$ cat config.mk
export PLATFORM = sky130hd
export DESIGN_NAME = shift_rotate_unit_flat
export DESIGN_NICKNAME = d
export VERILOG_FILES = /design/src/rtl/shift_rotate_unit_if.sv /design/src/rtl/shift_rotate_unit.sv /design/src/flat_wrapper.sv
export SDC_FILE = /design/constraint.sdc
export NUM_CORES = 1
export LEC_CHECK = 0
export CORE_MARGIN = 3
export CORE_UTILIZATION = 46
export CTS_BUF_LIST = sky130_fd_sc_hd__clkbuf_16
export DETAILED_ROUTE_END_ITERATION = 16
export MAX_ROUTING_LAYER = met4
export PLACE_DENSITY_LB_ADDON = 0.15
export SLEW_MARGIN = 0
export SYNTH_ARGS = -nofsm -noshare
export SYNTH_HDL_FRONTEND = slang
export SYNTH_SLANG_ARGS = --single-unit
$ cat constraint.sdc
create_clock -name clock -period 1.9 [get_ports clock]
set_clock_uncertainty 0.05 [all_clocks]
set_input_delay 0.475 -clock clock [delete_from_list [all_inputs] [get_ports clock]]
set_output_delay 0.475 -clock clock [all_outputs]
set_load 0.02 [all_outputs]
$ cat src/rtl/shift_rotate_unit_if.sv
// Command/data bus of shift_rotate_unit: load/start requests in, register state and handshake out.
interface shift_rotate_unit_if #(
    parameter int unsigned WIDTH = 8
);
    localparam int unsigned AMT_W = $clog2(WIDTH);

    logic             load;
    logic [WIDTH-1:0] data_in;
    logic             start;
    logic [2:0]       op;
    logic [AMT_W-1:0] amount;
    logic [WIDTH-1:0] Q;
    logic             carry_out;
    logic             busy;
    logic             done;

    modport master (
        output load, data_in, start, op, amount,
        input  Q, carry_out, busy, done
    );

    modport slave (
        input  load, data_in, start, op, amount,
        output Q, carry_out, busy, done
    );
endinterface

$ cat src/rtl/shift_rotate_unit.sv
// Multi-mode shift/rotate register with parallel load and a start/busy/done shift-by-N command.
// Define SHIFT_FAST_EN to replace the one-bit-per-cycle sequencer with a single-cycle barrel shifter.
module shift_rotate_unit #(
    parameter int unsigned WIDTH = 8
) (
    input  logic                 clock,
    input  logic                 reset,
    shift_rotate_unit_if.slave   bus
);
    localparam int unsigned AMT_W = $clog2(WIDTH);

    localparam logic [2:0] OP_ROR = 3'd0;
    localparam logic [2:0] OP_ROL = 3'd1;
    localparam logic [2:0] OP_LSR = 3'd2;
    localparam logic [2:0] OP_LSL = 3'd3;
    localparam logic [2:0] OP_ASR = 3'd4;

    logic [WIDTH-1:0] q_q, q_d;
    logic             carry_q, carry_d;
    logic             done_q, done_d;

`ifdef SHIFT_FAST_EN
    logic [2*WIDTH-1:0] ror_w, rol_w;
    logic [AMT_W-1:0]   rt_idx, lt_idx;
    logic [WIDTH-1:0]   sh_q;
    logic               sh_c;

    // Barrel result; the carry is the last bit that a sequential walk would have pushed out.
    always_comb begin
        rt_idx = bus.amount - AMT_W'(1);
        lt_idx = AMT_W'(32'(WIDTH) - 32'(bus.amount));
        ror_w  = {q_q, q_q} >> bus.amount;
        rol_w  = {q_q, q_q} << bus.amount;
        sh_q   = q_q;
        sh_c   = carry_q;
        case (bus.op)
            OP_ROR: begin sh_q = ror_w[WIDTH-1:0];       sh_c = q_q[rt_idx]; end
            OP_ROL: begin sh_q = rol_w[2*WIDTH-1:WIDTH]; sh_c = q_q[lt_idx]; end
            OP_LSR: begin sh_q = q_q >> bus.amount;      sh_c = q_q[rt_idx]; end
            OP_LSL: begin sh_q = q_q << bus.amount;      sh_c = q_q[lt_idx]; end
            OP_ASR: begin sh_q = WIDTH'($signed(q_q) >>> bus.amount); sh_c = q_q[rt_idx]; end
            default: ;
        endcase
        if (bus.amount == '0) sh_c = carry_q;
    end

    always_comb begin
        q_d     = q_q;
        carry_d = carry_q;
        done_d  = 1'b0;
        if (bus.load) begin
            q_d     = bus.data_in;
            carry_d = 1'b0;
        end else if (bus.start) begin
            q_d     = sh_q;
            carry_d = sh_c;
            done_d  = 1'b1;
        end
    end

    always_ff @(posedge clock or posedge reset) begin
        if (reset) begin
            q_q     <= '0;
            carry_q <= 1'b0;
            done_q  <= 1'b0;
        end else begin
            q_q     <= q_d;
            carry_q <= carry_d;
            done_q  <= done_d;
        end
    end

    assign bus.busy = 1'b0;
`else
    typedef enum logic {IDLE, SHIFT} state_e;

    state_e           state_q, state_d;
    logic [AMT_W-1:0] cnt_q, cnt_d;
    logic [2:0]       op_q, op_d;

    // One single-bit step; returns {carry, q}. Reserved ops hold both.
    function automatic logic [WIDTH:0] step_one(input logic [2:0] op,
                                               input logic [WIDTH-1:0] q,
                                               input logic c);
        case (op)
            OP_ROR:  step_one = {q[0],       q[0],       q[WIDTH-1:1]};
            OP_ROL:  step_one = {q[WIDTH-1], q[WIDTH-2:0], q[WIDTH-1]};
            OP_LSR:  step_one = {q[0],       1'b0,       q[WIDTH-1:1]};
            OP_LSL:  step_one = {q[WIDTH-1], q[WIDTH-2:0], 1'b0};
            OP_ASR:  step_one = {q[0],       q[WIDTH-1], q[WIDTH-1:1]};
            default: step_one = {c, q};
        endcase
    endfunction

    always_comb begin
        state_d = state_q;
        cnt_d   = cnt_q;
        op_d    = op_q;
        q_d     = q_q;
        carry_d = carry_q;
        done_d  = 1'b0;
        case (state_q)
            IDLE: begin
                if (bus.load) begin
                    q_d     = bus.data_in;
                    carry_d = 1'b0;
                end else if (bus.start) begin
                    op_d    = bus.op;
                    cnt_d   = bus.amount;
                    state_d = SHIFT;
                end
            end
            SHIFT: begin
                if (cnt_q != '0) begin
                    {carry_d, q_d} = step_one(op_q, q_q, carry_q);
                    cnt_d          = cnt_q - AMT_W'(1);
                end else begin
                    state_d = IDLE;
                    done_d  = 1'b1;
                end
            end
            default: state_d = IDLE;
        endcase
    end

    always_ff @(posedge clock or posedge reset) begin
        if (reset) begin
            state_q <= IDLE;
            cnt_q   <= '0;
            op_q    <= '0;
            q_q     <= '0;
            carry_q <= 1'b0;
            done_q  <= 1'b0;
        end else begin
            state_q <= state_d;
            cnt_q   <= cnt_d;
            op_q    <= op_d;
            q_q     <= q_d;
            carry_q <= carry_d;
            done_q  <= done_d;
        end
    end

    assign bus.busy = (state_q == SHIFT);
`endif

    assign bus.Q         = q_q;
    assign bus.carry_out = carry_q;
    assign bus.done      = done_q;
endmodule

$ cat src/flat_wrapper.sv
// flat-port wrapper written by rule: the top's interface ports become plain ports
module shift_rotate_unit_flat 
#(
    parameter int unsigned WIDTH = 8
)
  (clock, reset, bus_load, bus_data_in, bus_start, bus_op, bus_amount, bus_Q, bus_carry_out, bus_busy, bus_done);
  shift_rotate_unit_if #(.WIDTH(WIDTH)) bus_i ();
  input  logic clock;
  input  logic reset;
  input wire logic [$bits(bus_i.load)-1:0] bus_load;
  input wire logic [$bits(bus_i.data_in)-1:0] bus_data_in;
  input wire logic [$bits(bus_i.start)-1:0] bus_start;
  input wire logic [$bits(bus_i.op)-1:0] bus_op;
  input wire logic [$bits(bus_i.amount)-1:0] bus_amount;
  output wire logic [$bits(bus_i.Q)-1:0] bus_Q;
  output wire logic [$bits(bus_i.carry_out)-1:0] bus_carry_out;
  output wire logic [$bits(bus_i.busy)-1:0] bus_busy;
  output wire logic [$bits(bus_i.done)-1:0] bus_done;
  assign bus_i.load = bus_load;
  assign bus_i.data_in = bus_data_in;
  assign bus_i.start = bus_start;
  assign bus_i.op = bus_op;
  assign bus_i.amount = bus_amount;
  assign bus_Q = bus_i.Q;
  assign bus_carry_out = bus_i.carry_out;
  assign bus_busy = bus_i.busy;
  assign bus_done = bus_i.done;
  shift_rotate_unit #(.WIDTH(WIDTH)) u_core (.clock(clock), .reset(reset), .bus(bus_i));
endmodule
# Word level (Yosys, flattened, before mapping)
# Index checks and enable logic that the tools add are counted.
classes:
  n_mux: 17
  eq_ne: 11
  n_reduce_logical: 6
  shifts: 0
  add_sub_neg: 1
  n_div: 0
  magnitude_cmp: 0
  mul: 0
  bitwise_logic: 2
ops:
  columns: ["op", "n"]
  rows:
  - ["9-bit case mux with 5 select lines", 1]
  - ["8-bit 2-to-1 mux", 2]
  - ["8-bit case mux with 2 select lines", 1]
  - ["2-bit inequality test (second input constant)", 5]
  - ["3-bit 2-to-1 mux", 3]
  - ["3-bit AND reduction", 3]
  - ["1-bit 2-to-1 mux", 7]
  - ["3-bit by 2-bit equality test with 1-bit output (second input constant)", 2]
  - ["6-bit inequality test (second input constant)", 1]
  - ["3-bit case mux with 2 select lines", 1]
  - ["5-bit inequality test (second input constant)", 1]
  - ["1-bit case mux with 2 select lines", 2]
  - ["4-bit AND reduction", 1]
  - ["3-bit by 1-bit equality test with 1-bit output (second input constant)", 1]
  - ["3-bit equality test (second input constant)", 1]
  - ["3-bit zero test", 1]
  - ["3-bit nonzero test", 1]
  - ["3-bit by 1-bit subtractor with 3-bit output (second input constant)", 1]
  - ["1-bit inverter", 2]
word_totals:
  memories: 0
  elab_cells: 44
  mem_bits_rw: 0
  reg_bits: 17
  inputBits: 18
  latch_bits: 0
  output_inout_bits: 11
  mem_bits_ro: 0

# Logic depth before layout (Yosys ltp)
# Gate-level depths: netlist of run 1.
logic_depth:
  depth_word: 4
  ltp_mapped: 6
  mapped_depth_nobuf: 6

# Worst setup path before layout of run 1
# Ideal clock, no wire load.
synth_path:
  kind: "register to register"
  startpoint: "register u_core.cnt_q[0]"
  endpoint: "register u_core.carry_q (netlist: u_core.bus.carry_out)"
  t_arrival_ps: 1294
  required_ps: 1729
  period_less_slack_ps: 1465
  setup_ps: 121
  n_path_buf: 0
  setup_slack_ps: 435
  stages_incl_launch_ff: 7
  cell_sequence: "dfrtp_1 > inv_1 > ha_1 > nor2b_1 > o21ai_4 > o21ai_2 > a22o_1"
synth_via:
  elab_chain_cells: 3
synth_lines:
  columns: ["item", "line", "source"]
  rows:
  - ["from (decl)", "shift_rotate_unit.sv:78", "logic [AMT_W-1:0] cnt_q, cnt_d;"]
  - ["from (signal assigned)", "shift_rotate_unit.sv:136", "cnt_q <= cnt_d;"]
  - ["3-bit nonzero test", "shift_rotate_unit.sv:114", "if (cnt_q != '0) begin"]
  - ["2-bit inequality test (no line)", null, null]
  - ["3-bit AND reduction (no line)", null, null]
  - ["to (signal assigned)", "shift_rotate_unit.sv:139", "carry_q <= carry_d;"]
  - ["to (decl)", "shift_rotate_unit.sv:19", "logic carry_q, carry_d;"]
# Every way passes these cells.
# A chain may end at the register's enable or synchronous reset.

# Final worst setup path of run 1
layout_path:
  startpoint: "register u_core.q_q[7] (netlist: u_core.bus.Q[7])"
  endpoint: "output port bus_Q[7]"
layout_rtl:
  columns: ["item", "line", "source"]
  rows:
  - ["from (decl)", "shift_rotate_unit.sv:18", "logic [WIDTH-1:0] q_q, q_d;"]
  - ["from (signal assigned)", "shift_rotate_unit.sv:138", "q_q <= q_d;"]
  - ["to (decl)", "flat_wrapper.sv:15", "output wire logic [$bits(bus_i.Q)-1:0] bus_Q;"]
# No word-level cell between the ends.

==> impl_metrics.yaml, run 1 <==
global_route:
  grt_pass1_wl_um: 3960
  grt_overflow: 0
  gr-usage-all-layers: 0.201
  grt_pass1_vias: 861
  antenna_found_initial: 0
  grt_start_max_net_pins: 27
yosys:
  syn-cell-area_um2: 998
  synthAdderAreaFrac: 0.0251
  synth_edf_count: 0
  synth_top_family_by_area: "compound AO/OA/AOI/OAI gates"
  synth_compound_area_frac: 0.213
  yosysTopAreaCell: "dfrtp_1"
  synth_common_cells: "18 x nand2_1, 17 x dfrtp_1, 7 x mux2_1"
  synthArstFlopShare: 1.00
  ys_ff_latch: 17
  yosys_warnings: 0
  synth_fp_nets: 122
  yosys.area.top_type_share: 0.426
  synth-seq-area-share: 0.426
  synth_cell_types: 34
  synth_area_leaders: "dfrtp_1 43%, mux2_1 7.9%, nand2_1 6.8%"
  synth-xor-area-share: 0.00877
  synthMuxAreaShare: 0.0890
  synth-simple-area-share: 0.182
  netlist_instances: 102
  synth_ff_type: "dfrtp_1"
  syn_area_per_cell_um2: 9.79
  yosysMostFrequentCell: "nand2_1"
route:
  wl_met1_um: 957
  postRouteAntennaNets: 0
  dr.pass1.iters: 4
  drc: 0
  wl_met2_um: 1270
  routed_wl_um: 2400
  routed_via_density: 5.69
  drt-wirelength-per-cell_um: 15.1
  num_vias: 905
  drt_iter0_drc: 23
  wl_met3_um: 129
  top_layer: "met4"
clock_network:
  postCtsHoldBufs: 0
  clk_latency_ps: 250
  ctsResizeCount: 0
  cts_buffers: 3
  cts_buffer_depth: 2
  tritoncts: "yes"
  cts_setup_buffers: 0
  ctsHtreeMaxLevel: 1
  cts_sinks: 17
  cts_root_buf: "clkbuf_16"
  clkSlewWorstSetupHoldPaths_ps: 60
floorplanning:
  initial_core_util: 0.499
  rows: 16
  die_height_um: 52.6
  ios: 29
  dieArea_um2: 2770
  core_area_um2: 2000
  die_w_um: 52.6
min_path:
  hold_start: "u_core.cnt_q[0]"
  hold_end: "u_core.cnt_q[0]"
  holdCritPathClass: "register to register"
  whs_path_depth: 1
sta:
  period_share: 0.969
  timing.final.crit_period_ps: 1840
  setup_viol: 0
  maxSlewViolCount: 0
  setup_tns_ps: 0
  worst_hold_slack_ps: 434
  max_freq_ghz: 0.543
  rsz0062_at_grt: "no"
  worstMarginPinSlew_ps: 506
  slew_headroom: 0.662
  hold_viol: 0
placement:
  place.port_buffers: 28
  dp.cells: 155
  gp_congestion: 0.763
  dp_hpwl_um: 1670
finish:
  drive_gt1_frac: 0.106
  diodes: 0
  area_growth_pct: 40.2
  num-nets-final: 153
  final_cells: 159
worst_setup_path:
  cp_num_buf_inv: 1
  reg2reg_depth: 6
  arrival_ps: 1320
  critPathTopFamily: "buffers and inverters"
  crit_fanout: 6
  crit_required_ps: 1370
  critPathCaptureType: "output pin"
  worstSetupStartpointType: "register"
  rr_endpoint: "u_core.bus.Q[2]"
  reg2reg_slack_ps: 240
  crit_path_start: "u_core.bus.Q[7]"
  path_cells: "clkdlybuf4s50_1"
  crit_type: "register to output pin"
  crit_slowest_cell: "clkdlybuf4s50_1"
  cpPeakStageDelay_ps: 630
  reg2reg_from: "u_core.cnt_q[0]"
pwr:
  p_leak_nw: 0.584
  vdd_drop_max_uv: 1280
  powerDensity_nw_per_um2: 1810
flow_run:
  drv_cap: 0
run_status:
  status: "finished clean"
stage by stage:
step | cell area [um^2] | utilization | total power, mW | setup WS, ps
floorplan | 998 | - | 1.68 | 435
global placement | 1320 | 0.658 | 2.04 | -3.49
detailed placement | 1320 | 0.658 | 2.09 | -19.0
CTS | 1400 | 0.699 | 2.55 | 53.0
global route | 1400 | 0.699 | 2.73 | 3.32
finish | 1400 | 0.699 | 2.54 | 58.1
worst max path at each step:
stage                                       to  slack [ps]  cells after the start
after floorplan           u_core.bus.carry_out         430                      6
after global placement         u_core.bus.Q[4]          -3                      5
after detailed placement       u_core.bus.Q[3]         -20                      5
after CTS                             bus_Q[7]          50                      1
after global routing                  bus_Q[7]           3                      1
final                                 bus_Q[7]          60                      1
state kept, by name (all words and copies together) (netlist names):
| name | count |
|---|---|
| u_core.bus.Q | 8 |
| u_core.bus.busy | 1 |
| u_core.bus.carry_out | 1 |
| u_core.bus.done | 1 |
| u_core.cnt_q | 3 |
| u_core.op_q | 3 |
final cells by class:
| class | instances | area, um^2 |
|---|---|---|
| well taps | 27 | 33.8 |
| fillers | 164 | 602 |
| inverters | 5 | 18.8 |
| repair buffers | 32 | 323 |
| clock inverters | 1 | 7.51 |
| multi-input cells | 74 | 517 |
| clock buffers | 3 | 75.1 |
| flip-flops and latches | 17 | 425 |
placed cells by master, fill, tap and decap left out, types with 2 or more instances in the layout:
cell / count
ha_1: 2
a2bb2oi_1: 2
nor2b_1: 3
o22ai_1: 5
inv_1: 5
clkbuf_16: 3
nand3_1: 2
buf_4: 3
o21ai_1: 2
a22o_1: 2
clkdlybuf4s50_1: 28
nand2_1: 18
o21ai_0: 2
nor2_1: 5
mux2_1: 7
nand2b_1: 2
dfrtp_1: 17
a31oi_1: 4
a32o_1: 2
report_power, final:
group | internal [mW] | switching [mW]
clock | 0.284 | 0.155
combinational | 0.636 | 0.726
sequential | 0.546 | 0.190
kinds of logic (layout without fill, tap and decap cells):
kind of cell,Yosys count,count (layout)
compound gates,27,27
xor+xnor,1,1
fa+ha+maj,2,2
buf+inv,11,41
flops,17,17
mux,8,8
simple gates,36,36
layer usage:
metal | vias up | global-route usage
li1 | 426 | -
met1 | 443 | 0.224
met2 | 30 | 0.357
met3 | 6 | 0.0342
met4 | 0 | 0.0766
met5 | - | -
Note: power is estimated with default switching activity, not from simulation.
==> inputs of run 2 (changes only) <==
--- a/config.mk
+++ b/config.mk
@@ -8,9 +8,10 @@
 export CORE_MARGIN = 3
 export CORE_UTILIZATION = 46
 export CTS_BUF_LIST = sky130_fd_sc_hd__clkbuf_16
+export CTS_CLUSTER_DIAMETER = 50
 export DETAILED_ROUTE_END_ITERATION = 16
 export MAX_ROUTING_LAYER = met4
-export PLACE_DENSITY_LB_ADDON = 0.15
+export PLACE_DENSITY = 0.82
 export SLEW_MARGIN = 0
 export SYNTH_ARGS = -nofsm -noshare
 export SYNTH_HDL_FRONTEND = slang
==> run 2 against run 1 <==
Sequential power is essentially flat. Fmax grew 0.88%. Combinational power is essentially flat. Core utilization grew 0.062 points. Flip-flop and latch count is the same. Die area is the same. Non-clock buffer count grew 2. Highest routed layer unchanged. Final cell count grew 1.3%. Critical endpoint unchanged. Cell area is essentially flat. Power shrank 1.4%.
==> impl_metrics.yaml, run 2 (synthesis gave the netlist of run 1 again) <==
clock_network:
  clkSlewWorstSetupHoldPaths_ps: 50
  ctsResizeCount: 0
  cts_buffer_depth: 2
  cts_buffers: 3
  clk_latency_ps: 250
  ctsHtreeMaxLevel: 1
  cts_setup_buffers: 0
  postCtsHoldBufs: 0
  tritoncts: "yes"
  cts_root_buf: "clkbuf_16"
  cts_sinks: 17
placement:
  gp_congestion: 0.848
  place_area_um2: 1320
  place_ws_ps: 3.94
  place.port_buffers: 28
  dp_hpwl_um: 1610
global_route:
  globalRouteMet2Util: 0.316
  grt_overflow: 0
  busiest_layer: "met2"
  grt_util_met1: 0.216
  grt_pass1_wl_um: 3690
  grt_pass1_vias: 876
  gr-usage-all-layers: 0.183
  antenna_found_initial: 0
  grt_start_max_net_pins: 27
  met3_usage: 0.0171
worst_setup_path:
  endpoint: "bus_Q[7]"
  rr_endpoint: "u_core.bus.Q[2]"
  reg2reg_depth: 6
  path_cells: "clkdlybuf4s50_1"
  worstSetupStartpointType: "register"
  crit_fanout: 6
  crit_type: "register to output pin"
  crit_slowest_cell: "clkdlybuf4s50_1"
  critPathTopFamily: "buffers and inverters"
  crit_path_start: "u_core.bus.Q[7]"
  cp_num_buf_inv: 1
  crit_cells: 1
  cpPeakStageDelay_ps: 630
  reg2reg_from: "u_core.cnt_q[0]"
  reg2reg_slack_ps: 260
  critPathCaptureType: "output pin"
  crit_required_ps: 1370
  arrival_ps: 1300
route:
  drt-wirelength-per-cell_um: 13.8
  postRouteAntennaNets: 0
  num_vias: 882
  drt_iter0_drc: 33
  routed_wl_um: 2220
  routed_via_density: 5.48
  dr.pass1.iters: 4
  drc: 0
finish:
  multi_input_area_um2: 517
  drive_gt1_frac: 0.112
  final_core_util: 0.700
  diodes: 0
  design_area_um2: 1400
  largest_reg_flops: 8
  fillers: 156
  area_growth_pct: 40.4
  register_area_um2: 425
  final_cell_mix: "27 x clkdlybuf4s50_1, 18 x nand2_1, 17 x dfrtp_1"
  num-nets-final: 155
  layout.cells.most_common: "clkdlybuf4s50_1"
sta:
  setup_tns_ps: 0
  slew_headroom: 0.701
  timing.final.crit_period_ps: 1830
  hold_viol: 0
  maxSlewViolCount: 0
  final.setup.worst_slack_ps: 74.2
  rsz0062_at_grt: "no"
  setup_viol: 0
  period_share: 0.961
  worstMarginPinSlew_ps: 437
  max_freq_ghz: 0.548
floorplanning:
  initial_core_util: 0.499
  die_height_um: 52.6
  ios: 29
  die_w_um: 52.6
  core_area_um2: 2000
  rows: 16
  dieArea_um2: 2770
run_status:
  status: "finished clean"
min_path:
  holdCritPathClass: "register to register"
pwr:
  power.internal_mw: 1.47
  powerDensity_nw_per_um2: 1780
  p_switching_mw: 1.03
  p_leak_nw: 0.605
  clockPowerShare: 0.165
  seqPwrFrac: 0.294
  switching_share: 0.412
  vdd_drop_max_uv: 1470
  p_comb_frac: 0.541
  power.total_mw: 2.50
flow_run:
  drv_cap: 0
## run 2: power groups by stage
stage / sequential, mW / combinational [mW] / clock, mW
4_1_cts: 0.735 / 1.37 / 0.420
6_report: 0.735 / 1.35 / 0.413
3_3_place_gp: 0.725 / 1.32 / 0
5_1_grt: 0.759 / 1.48 / 0.435
3_5_place_dp: 0.737 / 1.35 / 0
2_1_floorplan: 0.825 / 0.851 / 0
## run 2: worst min path at each step
| stage | start | to | slack, ps | cells after the start |
|---|---|---|---|---|
| 2_1_floorplan | reset | u_core.bus.Q[0] | 350 | 1 |
| 3_3_place_gp | u_core.cnt_q[0] | u_core.cnt_q[0] | 420 | 1 |
| 3_5_place_dp | u_core.cnt_q[1] | u_core.cnt_q[1] | 440 | 2 |
| 4_1_cts | u_core.cnt_q[1] | u_core.cnt_q[1] | 450 | 2 |
| 5_1_grt | u_core.cnt_q[0] | u_core.cnt_q[0] | 470 | 1 |
| 6_report | u_core.cnt_q[1] | u_core.cnt_q[1] | 450 | 2 |
## run 2: metrics by stage
stage | cells | hold WS [ps]
final | 161 | 446
after detailed placement | 157 | 442
after floorplan | 102 | 351
after global routing | 161 | 473
after CTS | 161 | 453
after global placement | 157 | 419
## run 2: area by class of cell
| type | count | share of cell area |
|---|---|---|
| repair buffers | 34 | 0.234 |
| clock inverters | 1 | 0.00268 |
| flip-flops and latches | 17 | 0.304 |
| well taps | 27 | 0.0241 |
| clock buffers | 3 | 0.0536 |
| inverters | 5 | 0.0134 |
| multi-input cells | 74 | 0.369 |
## run 2: metal layers
layer  vias up  wire length, um
li1        431                -
met1       412              949
met2        32             1080
met3         7              133
met4         0               53
met5         -                0
